`config.mk`:
```
export PLATFORM = sky130hd
export DESIGN_NAME = dbi_bus_arbiter_flat
export DESIGN_NICKNAME = d
export VERILOG_FILES = /design/src/rtl/dbi_bus_arbiter_if.sv /design/src/rtl/dbi_bus_arbiter.sv /design/src/flat_wrapper.sv
export SDC_FILE = /design/constraint.sdc
export NUM_CORES = 1
export LEC_CHECK = 0
export ABC_CLOCK_PERIOD_IN_PS = 20100
export CAP_MARGIN = 20
export CORE_MARGIN = 8
export CORE_UTILIZATION = 49
export CTS_CLUSTER_DIAMETER = 60
export DETAILED_ROUTE_END_ITERATION = 10
export PLACE_DENSITY = 0.89
export RECOVER_POWER = 100
export SETUP_SLACK_MARGIN = 0.3
export SLEW_MARGIN = 20
export SYNTH_ARGS = -nofsm -noshare
export SYNTH_HDL_FRONTEND = slang
export SYNTH_SLANG_ARGS = --single-unit
```
`constraint.sdc`:
```
create_clock -name clk -period 20.1 [get_ports clk]
set_input_delay 4.02 -clock clk [delete_from_list [all_inputs] [get_ports clk]]
set_output_delay 4.02 -clock clk [all_outputs]
set_load 0.02 [all_outputs]
```
`src/rtl/dbi_bus_arbiter_if.sv`:
```
// dbi_bus_arbiter_if
//   Bundles the requester side and the shared-link side of the DBI bus arbiter.
//   master : requesters / link consumer (drive req, data_in, dbi_en; observe the rest)
//   slave  : the arbiter itself
//   Signals:
//     dbi_en    1 = AC-DBI encoding on, 0 = raw pass-through
//     req       per-requester request, held with data until granted
//     data_in   requester i's word at data_in[i*bw +: bw]
//     grant     one-hot combinational grant
//     bus_out   {dbi_flag, payload}, registered
//     bus_valid bus_out holds a new word this cycle
//     src_id    requester whose word is on bus_out
//     inv_count saturating count of inverted words
interface dbi_bus_arbiter_if #(
    parameter int bw   = 32,
    parameter int NREQ = 4,
    localparam int IW  = $clog2(NREQ)
);
    logic                 dbi_en;
    logic [NREQ-1:0]      req;
    logic [NREQ*bw-1:0]   data_in;
    logic [NREQ-1:0]      grant;
    logic [bw:0]          bus_out;
    logic                 bus_valid;
    logic [IW-1:0]        src_id;
    logic [15:0]          inv_count;

    modport master (
        output dbi_en, req, data_in,
        input  grant, bus_out, bus_valid, src_id, inv_count
    );

    modport slave (
        input  dbi_en, req, data_in,
        output grant, bus_out, bus_valid, src_id, inv_count
    );
endinterface

```
`src/rtl/dbi_bus_arbiter.sv`:
```
// dbi_bus_arbiter
//   Round-robin arbiter sharing one AC-DBI encoded link among NREQ requesters.
//   Each granted word is compared with the payload currently on the link; if
//   more than half the bits would toggle (and dbi_en is set) the word is sent
//   inverted with the MSB flag set.
//   Ports:
//     clk    clock, all state on posedge
//     reset  synchronous, active-high
//     bus    dbi_bus_arbiter_if.slave (req/data_in/dbi_en in; grant/bus_out/
//            bus_valid/src_id/inv_count out)
module dbi_bus_arbiter #(
    parameter int bw   = 32,
    parameter int NREQ = 4,
    localparam int IW  = $clog2(NREQ)
) (
    input  logic              clk,
    input  logic              reset,
    dbi_bus_arbiter_if.slave  bus
);

    logic [IW-1:0]   ptr;
    logic [NREQ-1:0] grant_c;
    logic [IW-1:0]   gnt_idx;
    logic            found;
    logic [bw-1:0]   gnt_data;
    int              hd;
    logic            inv;

    // Rotating priority search starting at ptr; first requester found wins.
    always_comb begin
        int j;
        grant_c = '0;
        gnt_idx = '0;
        found   = 1'b0;
        j       = 0;
        for (int k = 0; k < NREQ; k++) begin
            j = int'(ptr) + k;
            if (j >= NREQ) j = j - NREQ;
            if (!found && bus.req[j]) begin
                found   = 1'b1;
                gnt_idx = IW'(j);
            end
        end
        if (reset) found = 1'b0;
        if (found) grant_c[gnt_idx] = 1'b1;
    end

    assign bus.grant = grant_c;

    // Hamming distance is measured against the payload on the wire, which
    // is held through idle cycles, so idle gaps never add toggles.
    assign gnt_data = bus.data_in[gnt_idx*bw +: bw];
    assign hd       = $countones(gnt_data ^ bus.bus_out[bw-1:0]);
    assign inv      = bus.dbi_en && (hd > bw/2);

    always_ff @(posedge clk) begin
        if (reset) begin
            ptr           <= '0;
            bus.bus_out   <= '0;
            bus.bus_valid <= 1'b0;
            bus.src_id    <= '0;
            bus.inv_count <= '0;
        end else if (found) begin
            ptr           <= (gnt_idx == IW'(NREQ-1)) ? '0 : gnt_idx + IW'(1);
            bus.bus_out   <= inv ? {1'b1, ~gnt_data} : {1'b0, gnt_data};
            bus.bus_valid <= 1'b1;
            bus.src_id    <= gnt_idx;
            if (inv && bus.inv_count != 16'hFFFF)
                bus.inv_count <= bus.inv_count + 16'd1;
        end else begin
            bus.bus_valid <= 1'b0;
        end
    end

endmodule

```
`src/flat_wrapper.sv`:
```
// flat-port wrapper written by rule: the top's interface ports become plain ports
module dbi_bus_arbiter_flat 
#(
    parameter int bw   = 32,
    parameter int NREQ = 4,
    localparam int IW  = $clog2(NREQ)
)
  (clk, reset, bus_dbi_en, bus_req, bus_data_in, bus_grant, bus_bus_out, bus_bus_valid, bus_src_id, bus_inv_count);
  dbi_bus_arbiter_if #(.bw(bw), .NREQ(NREQ)) bus_i ();
  input  logic clk;
  input  logic reset;
  input wire logic [$bits(bus_i.dbi_en)-1:0] bus_dbi_en;
  input wire logic [$bits(bus_i.req)-1:0] bus_req;
  input wire logic [$bits(bus_i.data_in)-1:0] bus_data_in;
  output wire logic [$bits(bus_i.grant)-1:0] bus_grant;
  output wire logic [$bits(bus_i.bus_out)-1:0] bus_bus_out;
  output wire logic [$bits(bus_i.bus_valid)-1:0] bus_bus_valid;
  output wire logic [$bits(bus_i.src_id)-1:0] bus_src_id;
  output wire logic [$bits(bus_i.inv_count)-1:0] bus_inv_count;
  assign bus_i.dbi_en = bus_dbi_en;
  assign bus_i.req = bus_req;
  assign bus_i.data_in = bus_data_in;
  assign bus_grant = bus_i.grant;
  assign bus_bus_out = bus_i.bus_out;
  assign bus_bus_valid = bus_i.bus_valid;
  assign bus_src_id = bus_i.src_id;
  assign bus_inv_count = bus_i.inv_count;
  dbi_bus_arbiter #(.bw(bw), .NREQ(NREQ)) u_core (.clk(clk), .reset(reset), .bus(bus_i));
endmodule
```
# --- After elaboration in Yosys (flattened, before gate mapping) ---
# Index checks and enable logic that the tools add are counted.
# W data, S select, Z words.
op_classes:
  n_mul: 0
  div: 0
  n_eq_ne: 2
  n_lt_le_gt_ge: 11
  reduce_logical: 10
  mux: 31
  shifts: 1
  bitwise_logic: 2
  addsub: 40
op_table:
  columns: ["op", "n"]
  rows:
  - ["$add A32 B32 Y32", 15]
  - ["$lt A32 B4 Y1 const B", 4]
  - ["$mux W32", 4]
  - ["$shiftx A128 B8 Y32", 1]
  - ["$ge A32 B4 Y1 const B", 3]
  - ["$sub A32 B4 Y32 const B", 3]
  - ["$mux W33", 1]
  - ["$add A1 B1 Y2", 16]
  - ["$gt A32 B6 Y1 const B", 1]
  - ["$not A32 Y32", 1]
  - ["$xor A32 B32 Y32", 1]
  - ["$add A16 B1 Y16 const B", 1]
  - ["$ne A16 B16 Y1 const B", 1]
  - ["$mux W1", 15]
  - ["$mux W2", 5]
  - ["$bmux W1 S2", 4]
  - ["$add A2 B2 Y3 const B", 2]
  - ["$logic_and A1 B1 Y1", 6]
  - ["$mux W4", 1]
  - ["$sub A2 B3 Y4 const B", 1]
  - ["$add A2 B1 Y3 const B", 1]
  - ["$ge A2 B3 Y1 const B", 1]
  - ["$logic_not A1 Y1", 3]
  - ["$lt A2 B3 Y1 const B", 1]
  - ["5 further kinds", 5]
word_totals:
  ff_bits: 54
  wordCells: 102
  memories: 0
  ramBits: 0
  input_bits: 135
  latchBits: 0
  romBits: 0
  output_inout_bits: 56

# --- Depth between registers and ports, before layout ---
depth:
  ltp_word: 26
  mapped_depth: 30
  depth_no_buf: 26

# --- Least setup slack after synthesis ---
# No wires, ideal clock.
synth_path:
  path_kind: "input to register"
  start: "input bus_req[1]"
  end: "register u_core.bus.bus_out[10]"
  arrival_time_ns: 10.154
  setup_time_ns: 0.122
  slack_ns: 9.824
  path_buffers: 4
  required_ns: 19.978
  path_stages: 27
  path_cell_list: "nand2b_1 -> o221ai_1 -> nand2_1 -> buf_4 -> buf_2 -> a211oi_1 -> or2_1 -> xnor2_1 -> ha_1 -> inv_1 -> fa_1 -> inv_1 -> fa_1 -> fa_1 -> fa_1 -> fa_1 -> ha_1 -> inv_1 -> fa_1 -> xnor2_1 -> nor4b_2 -> o311ai_4 -> and2_1 -> buf_2 -> buf_2 -> nor4_1 -> a221o_1"
synth_via:
  elab_chain_cells: 23
  word_cells_on_any_way: 64
  cone_classes: "add/sub: 31; order compare: 1; shift: 1; mux: 22; bitwise: 2; reduce/logical: 7"
synth_lines:
  columns: ["element", "line", "rtl"]
  rows:
  - ["start, declared", "flat_wrapper.sv:13", "input wire logic [$bits(bus_i.req)-1:0] bus_req;"]
  - ["$bmux W1 S2", "dbi_bus_arbiter.sv:39", "if (!found && bus.req[j]) begin"]
  - ["$mux W1 (not written as such) (2 in series)", "dbi_bus_arbiter.sv:39", null]
  - ["$mux W1", "dbi_bus_arbiter.sv:39", null]
  - ["$logic_not A1 Y1", "dbi_bus_arbiter.sv:39", null]
  - ["$logic_and A1 B1 Y1", "dbi_bus_arbiter.sv:39", null]
  - ["$mux W1", "dbi_bus_arbiter.sv:39", null]
  - ["$logic_not A1 Y1", "dbi_bus_arbiter.sv:39", null]
  - ["$logic_and A1 B1 Y1", "dbi_bus_arbiter.sv:39", null]
  - ["(+3 left out)", null, null]
  - ["$mux W2", "dbi_bus_arbiter.sv:39", null]
  - ["$shiftx A128 B8 Y32", "dbi_bus_arbiter.sv:52", "assign gnt_data = bus.data_in[gnt_idx*bw +: bw];"]
  - ["$xor A32 B32 Y32", "dbi_bus_arbiter.sv:53", "assign hd = $countones(gnt_data ^ bus.bus_out[bw-1:0]);"]
  - ["$add A1 B1 Y2", "dbi_bus_arbiter.sv:53", null]
  - ["$add A32 B32 Y32 (4 in series)", "dbi_bus_arbiter.sv:53", null]
  - ["$gt A32 B6 Y1", "dbi_bus_arbiter.sv:54", "assign inv = bus.dbi_en && (hd > bw/2);"]
  - ["$logic_and A1 B1 Y1", "dbi_bus_arbiter.sv:54", null]
  - ["$mux W33", "dbi_bus_arbiter.sv:65", "bus.bus_out <= inv ? {1'b1, ~gnt_data} : {1'b0, gnt_data};"]
  - ["end signal, assigned", "dbi_bus_arbiter.sv:65", null]
  - ["end, declared", "dbi_bus_arbiter_if.sv:35", "output grant, bus_out, bus_valid, src_id, inv_count"]
# Parallel ways exist; a longest one is shown, timed or not. The select of a mux whose other input is x is not followed.
# A chain may end at the register's enable or synchronous reset.

# --- Worst setup path after layout ---
layout_path:
  start: "input bus_req[0]"
  end: "register u_core.bus.bus_out[17]"
# Same word-level chain as after synthesis.

==> impl_metrics.env <==
export IMPL_r2r_setup_slack_ns=8.43
export IMPL_io_pins=191
export IMPL_cts_buffers=5
export IMPL_rsz0062_at_grt="false"
export IMPL_skew_ns=0.00905
export IMPL_crit_arrival_ns=15.71
export IMPL_post_cts_buffers=0
export IMPL_cp_startpoint="bus_req[0]"
export IMPL_min_delay_start="u_core.bus.src_id[1]"
export IMPL_synth_seq_cells=54
export IMPL_vias=5262
export IMPL_cts_buffer_depth=2
export IMPL_gr_total_overflow=0
export IMPL_min_to="u_core.bus.src_id[1]"
export IMPL_cts_resized=0
export IMPL_critPathLaunchType="input port"
export IMPL_setup_tns_final_ns=0
export IMPL_min_period_ns=15.50
export IMPL_drv_cap=3
export IMPL_cts_tree="built"
export IMPL_max_freq_mhz=64.5
export IMPL_gp_congestion=0.923
export IMPL_reg2reg_to="u_core.bus.bus_out[17]"
export IMPL_status="complete, but fails checks"
export IMPL_slew_viol_final=171
export IMPL_mappedNetlistArea_um2=5080
export IMPL_grt_pass1_wl_um=28400
export IMPL_final_nets=938
export IMPL_cp_max_fo=68
export IMPL_finalSetupViolCount=0
export IMPL_yosysWarnings=0
export IMPL_finalHoldViolations=0
export IMPL_fill_cells=800
export IMPL_htreeDepth=2
export IMPL_drive_above_1_share=0.0334
export IMPL_grt_start_max_net_pins=69
export IMPL_hold_buffers=0
export IMPL_synth_nets=779
export IMPL_drt_iter0_drc=250
export IMPL_crit_required_ns=20.32
export IMPL_clock_sinks=54
export IMPL_synth_area_per_cell_um2=8.62
export IMPL_place_inst=877
export IMPL_drc=0
export IMPL_clk_pin_slew_worst_paths_ns=0.11
export IMPL_worst_pin_slew_ns=2.28
export IMPL_synth_cells=589
export IMPL_grt_usage=0.246
export IMPL_holdCritPathClass="reg -> reg"
export IMPL_critPathCaptureType="flop"
export IMPL_avgRoutedWirePerCell_um=20.1
export IMPL_coreArea_um2=10200
export IMPL_drt_wl_total_um=17800
export IMPL_fp_row_count=37
export IMPL_dpl_hpwl_um=13800
export IMPL_initial_utilization=0.499
export IMPL_violations="max-capacitance violations, max-slew violations"
export IMPL_final_cells=886
export IMPL_reg2reg_depth=25
export IMPL_ant_nets=0
export IMPL_drtPass1Iterations=4
export IMPL_die_w_um=118
export IMPL_relSlewSlack=-0.522
export IMPL_area_growth_pct=39.4
export IMPL_finalCritPeriodShare=0.771
export IMPL_grt_pass1_vias=5604
export IMPL_via_per_inst=5.94
export IMPL_regArea_um2=1080
export IMPL_antenna_found_initial=1
export IMPL_insertion_delay_ns=0.32
export IMPL_multi_input_area_um2=3550
export IMPL_clockRootBuffer="clkbuf_8"
export IMPL_synth_seq_area_share=0.213
export IMPL_timing_setup_critical_path_class="in -> reg"
export IMPL_netlist_cell_type_count=51
export IMPL_dieArea_um2=13900
export IMPL_io_buffers=190
export IMPL_rr_startpoint="u_core.ptr[0]"
export IMPL_holdPathStages=2
export IMPL_die_height_um=118
==> critical path: stages <==
cell           delay (ns)
dlygate4sd3_1        0.62
nand2b_1             0.13
a21o_1               0.13
clkbuf_1             1.62
nand2_1              2.08
a211oi_1             0.89
or2_0                0.24
xnor2_1              0.18
ha_1                 0.19
inv_1                0.05
fa_1                 0.51
inv_1                0.06
fa_1                 0.51
fa_1                 0.52
fa_1                 0.55
fa_1                 0.57
ha_1                 0.18
inv_1                0.06
fa_1                 0.40
xnor2_1              0.15
nor4b_1              0.09
o311ai_4             0.37
and2_0               0.69
buf_4                0.41
nor4_1               0.09
a221o_1              0.36
==> placed cells by master (no fill, tap or decap), types with 9 or more instances in the layout <==
| cell | instances |
|---|---|
| dfxtp_1 | 54 |
| a221o_1 | 32 |
| xnor2_1 | 35 |
| nand4_1 | 9 |
| ha_1 | 29 |
| and3_1 | 67 |
| a211oi_1 | 64 |
| or2_1 | 30 |
| inv_1 | 56 |
| dlygate4sd3_1 | 57 |
| fa_1 | 26 |
| nand2_1 | 14 |
| clkdlybuf4s50_1 | 133 |
| a21oi_1 | 14 |
| nor4_1 | 33 |
| nor2_1 | 12 |
==> Yosys cell counts, drive strengths merged <==
| cell type | number | area [µm²] |
|---|---|---|
| nand2b | 4 | 25.0 |
| and3b | 1 | 12.5 |
| nor2b | 5 | 31.3 |
| a311oi | 1 | 8.76 |
| clkbuf | 24 | 93.8 |
| nor4b | 1 | 15.0 |
| buf | 21 | 135 |
| nor3 | 5 | 30.0 |
| nor2 | 14 | 52.6 |
| nand3 | 4 | 20.0 |
| nand3b | 1 | 7.51 |
| inv | 56 | 210 |
| ha | 29 | 363 |
| mux2i | 2 | 20.0 |
| o311a | 1 | 10.0 |
| and4 | 2 | 17.5 |
| a21boi | 1 | 7.51 |
| o31a | 1 | 8.76 |
| o22ai | 1 | 6.26 |
| xor2 | 2 | 17.5 |
| o21ai | 5 | 25.0 |
| or3 | 3 | 18.8 |
| o21ba | 1 | 10.0 |
| clkinv | 2 | 12.5 |
| and2 | 6 | 37.5 |
| a221o | 32 | 320 |
| fa | 26 | 521 |
| or2 | 33 | 206 |
| o31ai | 4 | 30.0 |
| a211oi | 64 | 480 |
| mux2 | 3 | 33.8 |
| o311ai | 1 | 26.3 |
| o221ai | 1 | 8.76 |
| nor4 | 34 | 228 |
| nand4 | 9 | 56.3 |
| xnor2 | 35 | 307 |
| dfxtp | 54 | 1080 |
| a21oi | 14 | 70.1 |
| a211o | 1 | 8.76 |
| and3 | 67 | 419 |
| or4 | 3 | 22.5 |
| nand2 | 14 | 55.1 |
| a21o | 1 | 7.51 |
==> registers in the layout, indices dropped and copies added (netlist names) <==
signal and count:
u_core.ptr 2, u_core.bus.bus_out 33, u_core.bus.bus_valid 1, u_core.bus.inv_count 16
u_core.bus.src_id 2
==> stage by stage <==
step	worst slack [ns]	utilization	hold WS (ns)	instance area [µm²]
6_report	4.60	0.695	0.484	7080
5_1_grt	3.91	0.695	0.513	7080
4_1_cts	7.79	0.697	0.481	7100
3_5_place_dp	7.46	0.688	0.458	7000
3_3_place_gp	7.40	0.687	0.446	7000
2_1_floorplan	9.82	-	0.466	5080
==> worst max-delay path by stage <==
stage,endpoint,depth (start not counted)
floorplan,u_core.bus.bus_out[10],27
global placement,u_core.bus.bus_out[3],26
detailed placement,u_core.bus.bus_out[17],27
CTS,u_core.bus.bus_out[17],27
global route,u_core.bus.bus_out[15],26
finish,u_core.bus.bus_out[17],26
==> per-layer routing <==
layer | global-route usage | share of wire | wire (µm)
met1 | 0.278 | 0.40 | 7030
met3 | 0.0691 | 0.074 | 1320
met2 | 0.429 | 0.50 | 8880
met5 | 0 | 0 | 0
met4 | 0.0977 | 0.031 | 549
==> final cells by class <==
cell class              count  area share
multi-input cells         432       0.502
repair buffers            197       0.275
clock inverters             2     0.00230
flip-flops and latches     54       0.153
inverters                  58      0.0315
well taps                 136      0.0240
diodes                      1    0.000354
clock buffers               6      0.0117
==> cell families after synthesis <==
| kind of cell | count (synthesis) | synth area share |
|---|---|---|
| and+or+nand+nor | 206 | 0.247 |
| adders and majority gates | 55 | 0.174 |
| AOI/OAI and AO/OA | 129 | 0.203 |
| muxes | 5 | 0.0106 |
| buffers and inverters | 103 | 0.0890 |
| xor gates and xnor gates | 37 | 0.0638 |
| DFF | 54 | 0.213 |
Power is not shown: default switching activity piles up to over one toggle a cycle in this logic, so the estimate is an artifact.
